**src/rtl/fetch_pkg.sv**
```systemverilog
// Shared types for the fetch unit and its sequencer.
package fetch_pkg;
    localparam int INS_SIZE = 32;
    localparam int PC_NUM   = 16;
    localparam int PC_W     = $clog2(PC_NUM);

    typedef logic [INS_SIZE-1:0] instruction_t;
    typedef logic [PC_W-1:0]     pc_t;

    localparam pc_t PC_LAST = pc_t'(PC_NUM - 1);

    typedef enum logic {
        fetch_keep = 1'b0,
        fetch_next = 1'b1
    } fetch_state_t;

    typedef enum logic [1:0] {
        ctrl_idle  = 2'd0,
        ctrl_run   = 2'd1,
        ctrl_step  = 2'd2,
        ctrl_drain = 2'd3
    } fetch_ctrl_state_t;

    typedef struct packed {
        instruction_t inst;
        pc_t          pc;
    } buf_entry_t;

    // Sequencer transition; drained means the buffer is empty after this cycle.
    function automatic fetch_ctrl_state_t ctrl_next(
        input fetch_ctrl_state_t s,
        input logic              halt,
        input logic              run,
        input logic              step,
        input logic              cap,
        input logic              drained
    );
        fetch_ctrl_state_t n;
        n = s;
        case (s)
            ctrl_idle: begin
                if (halt)      n = ctrl_idle;
                else if (run)  n = ctrl_run;
                else if (step) n = ctrl_step;
            end
            ctrl_run:   if (halt) n = ctrl_drain;
            ctrl_step:  if (halt || cap) n = ctrl_drain;
            ctrl_drain: if (drained) n = ctrl_idle;
            default:    n = ctrl_idle;
        endcase
        return n;
    endfunction
endpackage

```
**src/rtl/fetch_skid_fifo.sv**
```systemverilog
// Two-entry register FIFO between fetch capture and decode.
// Slot 0 is always the head, so the head holds its last value once empty.
module fetch_skid_fifo
    import fetch_pkg::*;
#(
    parameter int DEPTH = 2,
    parameter int CW    = $clog2(DEPTH + 1)
) (
    input  logic          clk,
    input  logic          rst,
    input  logic          push,
    input  buf_entry_t    din,
    input  logic          pop,
    output buf_entry_t    dout,
    output logic          full,
    output logic          empty,
    output logic [CW-1:0] count
);
    localparam logic [CW-1:0] CNT_ONE  = CW'(1);
    localparam logic [CW-1:0] CNT_FULL = CW'(DEPTH);

    buf_entry_t ent0;
    buf_entry_t ent1;
    logic       do_pop;
    logic       do_push;

    assign empty   = (count == '0);
    assign full    = (count == CNT_FULL);
    assign do_pop  = pop & ~empty;
    assign do_push = push & (~full | do_pop);
    assign dout    = ent0;

    // Shift-style storage and occupancy tracking.
    always_ff @(posedge clk) begin
        if (rst) begin
            ent0  <= '0;
            ent1  <= '0;
            count <= '0;
        end else begin
            if (count == '0) begin
                if (do_push) ent0 <= din;
            end else if (count == CNT_ONE) begin
                if (do_pop) begin
                    if (do_push) ent0 <= din;
                end else if (do_push) begin
                    ent1 <= din;
                end
            end else begin
                if (do_pop) begin
                    ent0 <= ent1;
                    if (do_push) ent1 <= din;
                end
            end
            if (do_push && !do_pop)      count <= count + CNT_ONE;
            else if (do_pop && !do_push) count <= count - CNT_ONE;
        end
    end
endmodule

```
**src/rtl/fetch_ctrl.sv**
```systemverilog
// Fetch sequencer: advances the fetch PC only on a same-cycle capture and
// hands captured instructions to decode through a two-entry buffer.
//
//   state      | meaning
//   ctrl_idle  | no fetching; waits for run or step
//   ctrl_run   | capture every cycle the buffer has room
//   ctrl_step  | capture exactly one instruction
//   ctrl_drain | no capture; wait for buffer to empty
module fetch_ctrl
    import fetch_pkg::*;
#(
    parameter int DEPTH = 2,
    parameter int CNT_W = 16
) (
    input  logic               clk,
    input  logic               rst,
    input  logic               run_i,
    input  logic               step_i,
    input  logic               halt_i,
    input  instruction_t       fetch_inst_i,
    input  pc_t                fetch_id_i,
    output fetch_state_t       fetch_state_o,
    output logic               dec_valid_o,
    input  logic               dec_ready_i,
    output instruction_t       dec_inst_o,
    output pc_t                dec_pc_o,
    output logic               busy_o,
    output logic               wrap_o,
    output logic [CNT_W-1:0]   inst_count_o
);
    localparam int CW = $clog2(DEPTH + 1);

    fetch_ctrl_state_t state;
    fetch_ctrl_state_t state_nxt;
    buf_entry_t        cap_entry;
    buf_entry_t        head;
    logic              fifo_full;
    logic              fifo_empty;
    logic [CW-1:0]     cnt;
    logic [CW-1:0]     cnt_nxt;
    logic              fetch_en;
    logic              pop;
    logic              cap;
    logic              drained;

    // Halt blocks capture in the same cycle it is seen in RUN or STEP.
    assign fetch_en  = ((state == ctrl_run) || (state == ctrl_step)) && !halt_i;
    assign pop       = dec_valid_o & dec_ready_i;
    assign cap       = fetch_en & (~fifo_full | pop);
    assign cnt_nxt   = cnt + CW'(cap) - CW'(pop);
    assign drained   = (cnt == '0) || ((cnt == CW'(1)) && pop);
    assign state_nxt = ctrl_next(state, halt_i, run_i, step_i, cap, drained);

    assign fetch_state_o = (cap && !rst) ? fetch_next : fetch_keep;

    assign cap_entry.inst = fetch_inst_i;
    assign cap_entry.pc   = fetch_id_i;

    assign dec_valid_o = ~fifo_empty;
    assign dec_inst_o  = head.inst;
    assign dec_pc_o    = head.pc;

    fetch_skid_fifo #(.DEPTH(DEPTH), .CW(CW)) u_buf (
        .clk   (clk),
        .rst   (rst),
        .push  (cap),
        .din   (cap_entry),
        .pop   (pop),
        .dout  (head),
        .full  (fifo_full),
        .empty (fifo_empty),
        .count (cnt)
    );

    // Sequencer state plus registered status outputs.
    always_ff @(posedge clk) begin
        if (rst) begin
            state        <= ctrl_idle;
            busy_o       <= 1'b0;
            wrap_o       <= 1'b0;
            inst_count_o <= '0;
        end else begin
            state  <= state_nxt;
            busy_o <= (state_nxt != ctrl_idle) || (cnt_nxt != '0);
            wrap_o <= cap && (fetch_id_i == PC_LAST);
            if (cap) inst_count_o <= inst_count_o + 1'b1;
        end
    end
endmodule
```
**config.mk**
```make
export PLATFORM = sky130hd
export DESIGN_NAME = fetch_ctrl
export DESIGN_NICKNAME = d
export VERILOG_FILES = /design/src/rtl/fetch_pkg.sv /design/src/rtl/fetch_skid_fifo.sv /design/src/rtl/fetch_ctrl.sv
export SDC_FILE = /design/constraint.sdc
export NUM_CORES = 1
export LEC_CHECK = 0
export CORE_MARGIN = 4
export CORE_UTILIZATION = 45
export DETAILED_ROUTE_END_ITERATION = 8
export PLACE_DENSITY = 0.76
export SLEW_MARGIN = 20
export SYNTH_ARGS = -nofsm -noshare
export SYNTH_HDL_FRONTEND = slang
export SYNTH_SLANG_ARGS = --single-unit
export TNS_END_PERCENT = 5
```
**constraint.sdc**
```tcl
create_clock -name clk -period 2.12 [get_ports clk]
set_clock_uncertainty 0.05 [all_clocks]
set_input_delay 0.424 -clock clk [delete_from_list [all_inputs] [get_ports clk]]
set_output_delay 0.424 -clock clk [all_outputs]
set_load 0.02 [all_outputs]
```
**Yosys cells after proc, flatten, opt, wreduce, memory -nomap -nowiden**

Cells that the tools add are included.

- Reductions and logical operators: 22
- Add/sub/neg operators: 5
- Equality and inequality tests: 7
- Multiplexer cells: 19
- Bitwise logic cells: 8

Operator list:

| kind | number |
|---|---|
| 2-to-1 mux 36 bit | 9 |
| adder 16 x 1 -> 16 bit, second input constant | 1 |
| 2-to-1 mux 2 bit | 8 |
| nonzero test 2 bit | 5 |
| case mux 2 bit (4 select lines) | 1 |
| equality test 2 bit, second input constant | 3 |
| logical AND 1 bit | 6 |
| AND 1 bit | 4 |
| equality test 2 x 1 -> 1 bit, second input constant | 2 |
| equality test 4 bit, second input constant | 1 |
| zero test 1 bit | 4 |
| zero test 2 bit | 2 |
| logical OR 1 bit | 4 |
| AND reduction 3 bit | 1 |
| adder 2 x 1 -> 2 bit | 1 |
| adder 2 x 1 -> 2 bit, second input constant | 1 |
| != test 2 bit, second input constant | 1 |
| inverter 1 bit | 2 |
| bitwise OR 1 bit | 2 |
| subtractor 2 x 1 -> 2 bit | 1 |
| subtractor 2 x 1 -> 2 bit, second input constant | 1 |
| 2-to-1 mux 1 bit | 1 |

- Word-level logic and storage cells: 70
- Flip-flop bits (word level): 94
- Output and inout bits: 56
- Bits of input ports: 42

**Depth between registers and ports, before layout**

- Depth in word-level cells: 10
- Mapped depth: 12
- Depth with buffers taken out: 11

**By module**

Synthesis repeated with hierarchy kept, for this count alone.

- Cell total of the unflattened synthesis: 478
- Area total of the unflattened synthesis: 4590.7 um^2

Modules (own cells, without submodules):

| module | sequential area each (um^2) | area each (um^2) | instances | cells an instance |
|---|---|---|---|---|
| fetch_skid_fifo | 1481.4 | 3480.8 | 1 | 345 |
| fetch_ctrl | 400.4 | 1109.8 | 1 | 133 |

**Worst setup path after synthesis**

No wires, ideal clock.

- Kind: reg2reg
- From: register u_buf.count[0]
- To: register u_buf.ent1[10] in the netlist's numbering
- Path buffers: 3
- Slack: -0.093 ns
- Cell stages (with the launch flop): 12
- Clock period less this slack: 2.213 ns
- Arrival: 2.035 ns
- Setup time: 0.128 ns
- Data required time: 1.942 ns
- Path through: dfxtp_1 > inv_1 > ha_1 > nand2b_4 > buf_6 > inv_1 > ha_1 > o2111a_1 > buf_2 > buf_4 > mux2i_1 > nor2_1

- Longest elaborated chain between the ends: 9
- Elaborated cells on any way between the ends: 18
- Classes of those cells: eq/ne (3); mux (4); bitwise (8); reduce/logical (3)

RTL lines:

| element | RTL line | RTL |
|---|---|---|
| start: declaration | fetch_skid_fifo.sv:17 | `output logic [CW-1:0] count` |
| start signal: assignment | fetch_skid_fifo.sv:54 | `if (do_push && !do_pop) count <= count + CNT_ONE;` |
| start signal: assignment | fetch_skid_fifo.sv:55 | `else if (do_pop && !do_push) count <= count - CNT_ONE;` |
| zero test 2 bit | fetch_skid_fifo.sv:27, fetch_skid_fifo.sv:40 |  |
| inverter 1 bit (no source line) | n/a |  |
| AND 1 bit | fetch_ctrl.sv:48 | `assign pop = dec_valid_o & dec_ready_i;` |
| bitwise OR 1 bit / AND 1 bit (equally long branches) | fetch_ctrl.sv:49, fetch_skid_fifo.sv:29 |  |
| AND 1 bit / bitwise OR 1 bit (equally long branches) | fetch_ctrl.sv:49, fetch_skid_fifo.sv:30 |  |
| AND 1 bit | fetch_skid_fifo.sv:30 | `assign do_push = push & (~full \| do_pop);` |
| 2-to-1 mux 36 bit | n/a |  |
| 2-to-1 mux 36 bit (on tied branches) | n/a |  |
| 2-to-1 mux 36 bit | fetch_skid_fifo.sv:42 | `end else if (count == CNT_ONE) begin` |
| end signal: assignment | fetch_skid_fifo.sv:46 | `ent1 <= din;` |
| end signal: assignment | fetch_skid_fifo.sv:51 | `if (do_push) ent1 <= din;` |
| end: declaration | fetch_skid_fifo.sv:23 | `buf_entry_t ent1;` |

Parallel ways exist; a longest one is shown, timed or not. The select of a mux whose other input is x is not followed.
A chain may end at the register's enable or synchronous reset.

**Worst setup path after layout**

- From: register u_buf.count[0]
- To: register busy_o

- Longest elaborated chain between the ends: 10
- Elaborated cells on any way between the ends: 19
- Classes of those cells: add/sub (2); eq/ne (2); mux (3); bitwise (5); reduce/logical (7)

RTL lines:

| element | RTL line | RTL |
|---|---|---|
| parallel branches: the longest is 9 deep, another holds adder 2 x 1 -> 2 bit | n/a |  |
| logical OR 1 bit * | fetch_ctrl.sv:84 | `busy_o <= (state_nxt != ctrl_idle) \|\| (cnt_nxt != '0);` |
| end signal: assignment | fetch_ctrl.sv:84 |  |
| end: declaration | fetch_ctrl.sv:27 | `output logic busy_o,` |

Every way passes the cells marked *.

==> impl_metrics.yaml <==
run_status:
  status: "completed"
yosys:
  synth_area_mm2: 0.00426
  synth_adder_area_share_pct: 3.52
  synth_top_family_by_area: "compound AO/OA/AOI/OAI gates"
  synth_flop_cell: "dfxtp_1"
  synth_xor_xnor_area_share_pct: 1.85
  synth_seq_area_share_pct: 44.1
  synth.yosys.warnings: 0
  synth_area_per_cell_um2: 8.90
  synth_edf_count: 0
  synthCells: 479
  yosys.area.top_type: "dfxtp_1"
  synth_mux_area_share_pct: 8.69
  yosysTopAreaCellShare_pct: 44.1
  synth_simple_gate_area_share_pct: 17.8
  synth_compound_area_share_pct: 18.1
  synth_area_leaders: "dfxtp_1, mux2i_1, a311oi_1, o21ai_0, nor2_1"
  synth_cell_type_count: 45
  ys_ff_latch: 94
  syn_nets: 533
  synth-async-reset-ratio_pct: 0
global_routing:
  grt_max_degree: 92
  antenna_found_initial: 0
  grt_pass1_vias: 3940
  grt-ovfl-total: 0
  track_usage_pct: 20.3
  grt_pass1_wl_um: 18800
cts:
  clkTransAtPathRegs_ns: 0.09
  cts_setup_buffers: 0
  clkLatencyLatePin_ns: 0.35
  clock_path_buffers: 2
  numCtsBuffers: 9
  ctsHoldBuffers: 0
  cts.sinks: 94
  clock-root-buffer: "clkbuf_8"
  htreeDepth: 3
  cts_tree: "done"
timing:
  slew_viol_final: 0
  final.period_utilization_pct: 96.0
  setup_ws_ns: 0.0839
  fmax_ghz: 0.491
  period_needed_ns: 2.04
  hold_viol: 0
  rsz0062_at_grt: "yes"
  relSlewSlack_pct: 36.3
  final.setup.tns_ns: 0
  worstMarginPinSlew_ns: 0.956
  finalSetupViolCount: 0
detailed_routing:
  drt_iter0_drc: 187
  drc: 0
  wl_um: 11300
  num_vias: 3959
  wl_per_cell_um: 15.8
  antenna_left: 0
  vias_per_cell: 5.54
  drt_pre_antenna_iters: 4
place:
  dpl_cell_area_mm2: 0.00553
  portBuffers: 97
  hpwl_um: 7530
  placed_cells: 699
  pre_cts_ws_ns: -0.306
  place.gp.congestion: 0.828
setup_path:
  r2r_start: "u_buf.count[0]"
  critPathKind: "reg -> reg"
  worstSetupEndpointType: "flop"
  cp-start-kind: "flop"
  startpoint: "u_buf.count[0]"
  crit_buf_inv: 3
  worst_ep_required_time_ns: 2.30
  crit_path_max_fanout: 3
  crit_family: "adder cells"
  cpMaxStageDelayCell: "dfxtp_1"
  cp_cell_sequence: "inv_2, ha_4, nand2b_4, inv_1, ha_1, inv_1, ha_1, xnor2_1, xnor2_1, o41ai_2, o211ai_1"
  cp.arrival_ns: 2.21
  critical-path-max-stage-delay_ns: 0.33
floorplanning:
  rows: 35
  die_width_um: 105
  die_h_um: 105
  num_io_pins: 98
  initial_core_util_pct: 46.1
  die_area_mm2: 0.0111
  core_mm2: 0.00924
final_layout:
  nFillCells: 805
  area_growth_pct: 35.1
  finalInstanceArea_mm2: 0.00576
  drive_gt1_share_pct: 11.3
  antenna_cells: 0
  nNetsFinal: 635
  final-instance-count-excl-fill: 714
power:
  pwr_density_cell_mw_per_mm2: 1140
  p_total_w: 0.00656
  p_leak_nw: 1.94
  ir_drop_mv: 0.477
worst_hold_path:
  hold_class: "reg -> reg"
  hp-start: "u_buf.ent1[35]"
run:
  maxCapViolations: 0
-- final cells by class --
type                    count  area [um^2]  share of cell area [%]
inverters                  13         48.8                   0.847
clock inverters             5         60.1                    1.04
repair buffers            130         1280                    22.2
clock buffers              10          138                    2.39
multi-input cells         333         2190                    38.1
flip-flops and latches     94         1880                    32.7
well taps                 129          161                    2.80
-- path summary, 6_finish.rpt --
kind	end	slack, ns	cells after the start
setup / recovery	busy_o	0.08	11
hold / removal	u_buf.dout[35]	0.42	2
setup reg to reg	busy_o	0.08	11
hold reg to reg	u_buf.dout[35]	0.42	2
-- registers in the layout, summed over array words and instances, names as in the netlist --
name and count:
inst_count_o 16, u_buf.count 2, wrap_o 1, u_buf.ent1 36
state 2, busy_o 1, u_buf.dout 36
-- power by group --
part           leakage [nW]  total, W  switching, W  internal [W]
logic                  1.08   0.00313       0.00177       0.00136
registers             0.763   0.00224      0.000167       0.00208
clock network        0.0983   0.00119      0.000616      0.000573
total                  1.94   0.00656       0.00255       0.00401
-- stage by stage --
step           hold slack, ns  utilization (%)
3_5_place_dp            0.424             59.8
3_3_place_gp            0.415             59.8
4_1_cts                 0.412             61.9
5_1_grt                 0.443             62.3
6_report                0.423             62.3
2_1_floorplan           0.410                -
-- cells in the final DEF, fill, tap and decap left out, drive strengths merged, types with 3 or more instances in the layout --
master and instances:
inv 13, a2111oi 3, nand2 44, a21oi 14, xnor2 7, buf 35, clkdlybuf4s50 94, nand3 4
nand2b 3, nor3 35, mux2i 37, clkbuf 10, dfxtp 94, a311oi 35, o21ai 43, nor2 53
clkinv 3, nand4 4, or3 5, o21a 3, ha 12, and4 3
-- routing by layer --
| layer | wire, um | GRT usage [%] | vias up |
|---|---|---|---|
| met5 | 0 | 0 | - |
| met1 | 4860 | 25.5 | 1879 |
| met2 | 5510 | 34.0 | 131 |
| met3 | 667 | 3.98 | 19 |
| li1 | - | - | 1930 |
| met4 | 221 | 8.43 | 0 |
-- cells in the mapped netlist (all sizes together), types with 2 or more instances --
library cell,n
a2111o,2
a2111oi,3
a211oi,2
a21oi,14
a311oi,35
and2,2
and4,3
buf,17
clkbuf,22
dfxtp,94
ha,12
inv,13
mux2i,37
nand2,44
nand2b,3
nand3,4
nand4,4
nand4b,2
nor2,53
nor3,35
nor3b,2
o2111a,2
o21a,3
o21ai,43
or2,2
or3,5
xnor2,7
xor2,2
-- kinds of logic (layout without fill, tap and decap cells) --
| logic type | Yosys count | after routing |
|---|---|---|
| AO/OA/AOI/OAI | 112 | 112 |
| flip-flops | 94 | 94 |
| adder cells (fa/ha/maj) | 12 | 12 |
| XOR/XNOR | 9 | 9 |
| AND/OR/NAND/NOR | 163 | 163 |
| multiplexers | 37 | 37 |
| buffers and inverters | 52 | 158 |
-- what timing repair did --
item,CTS,global route
setup endpoints to repair,3,12
pin swaps,0,2
resized for setup,5,9
gates cloned,0,0
-- worst register-to-register path, cell delays in order (launching register included) --
cell,delay [ns]
dfxtp_1,0.33
inv_2,0.09
ha_4,0.14
nand2b_4,0.12
inv_1,0.07
ha_1,0.27
inv_1,0.04
ha_1,0.18
xnor2_1,0.18
xnor2_1,0.11
o41ai_2,0.20
o211ai_1,0.14
No activity file was read; power rests on OpenSTA's default activity.
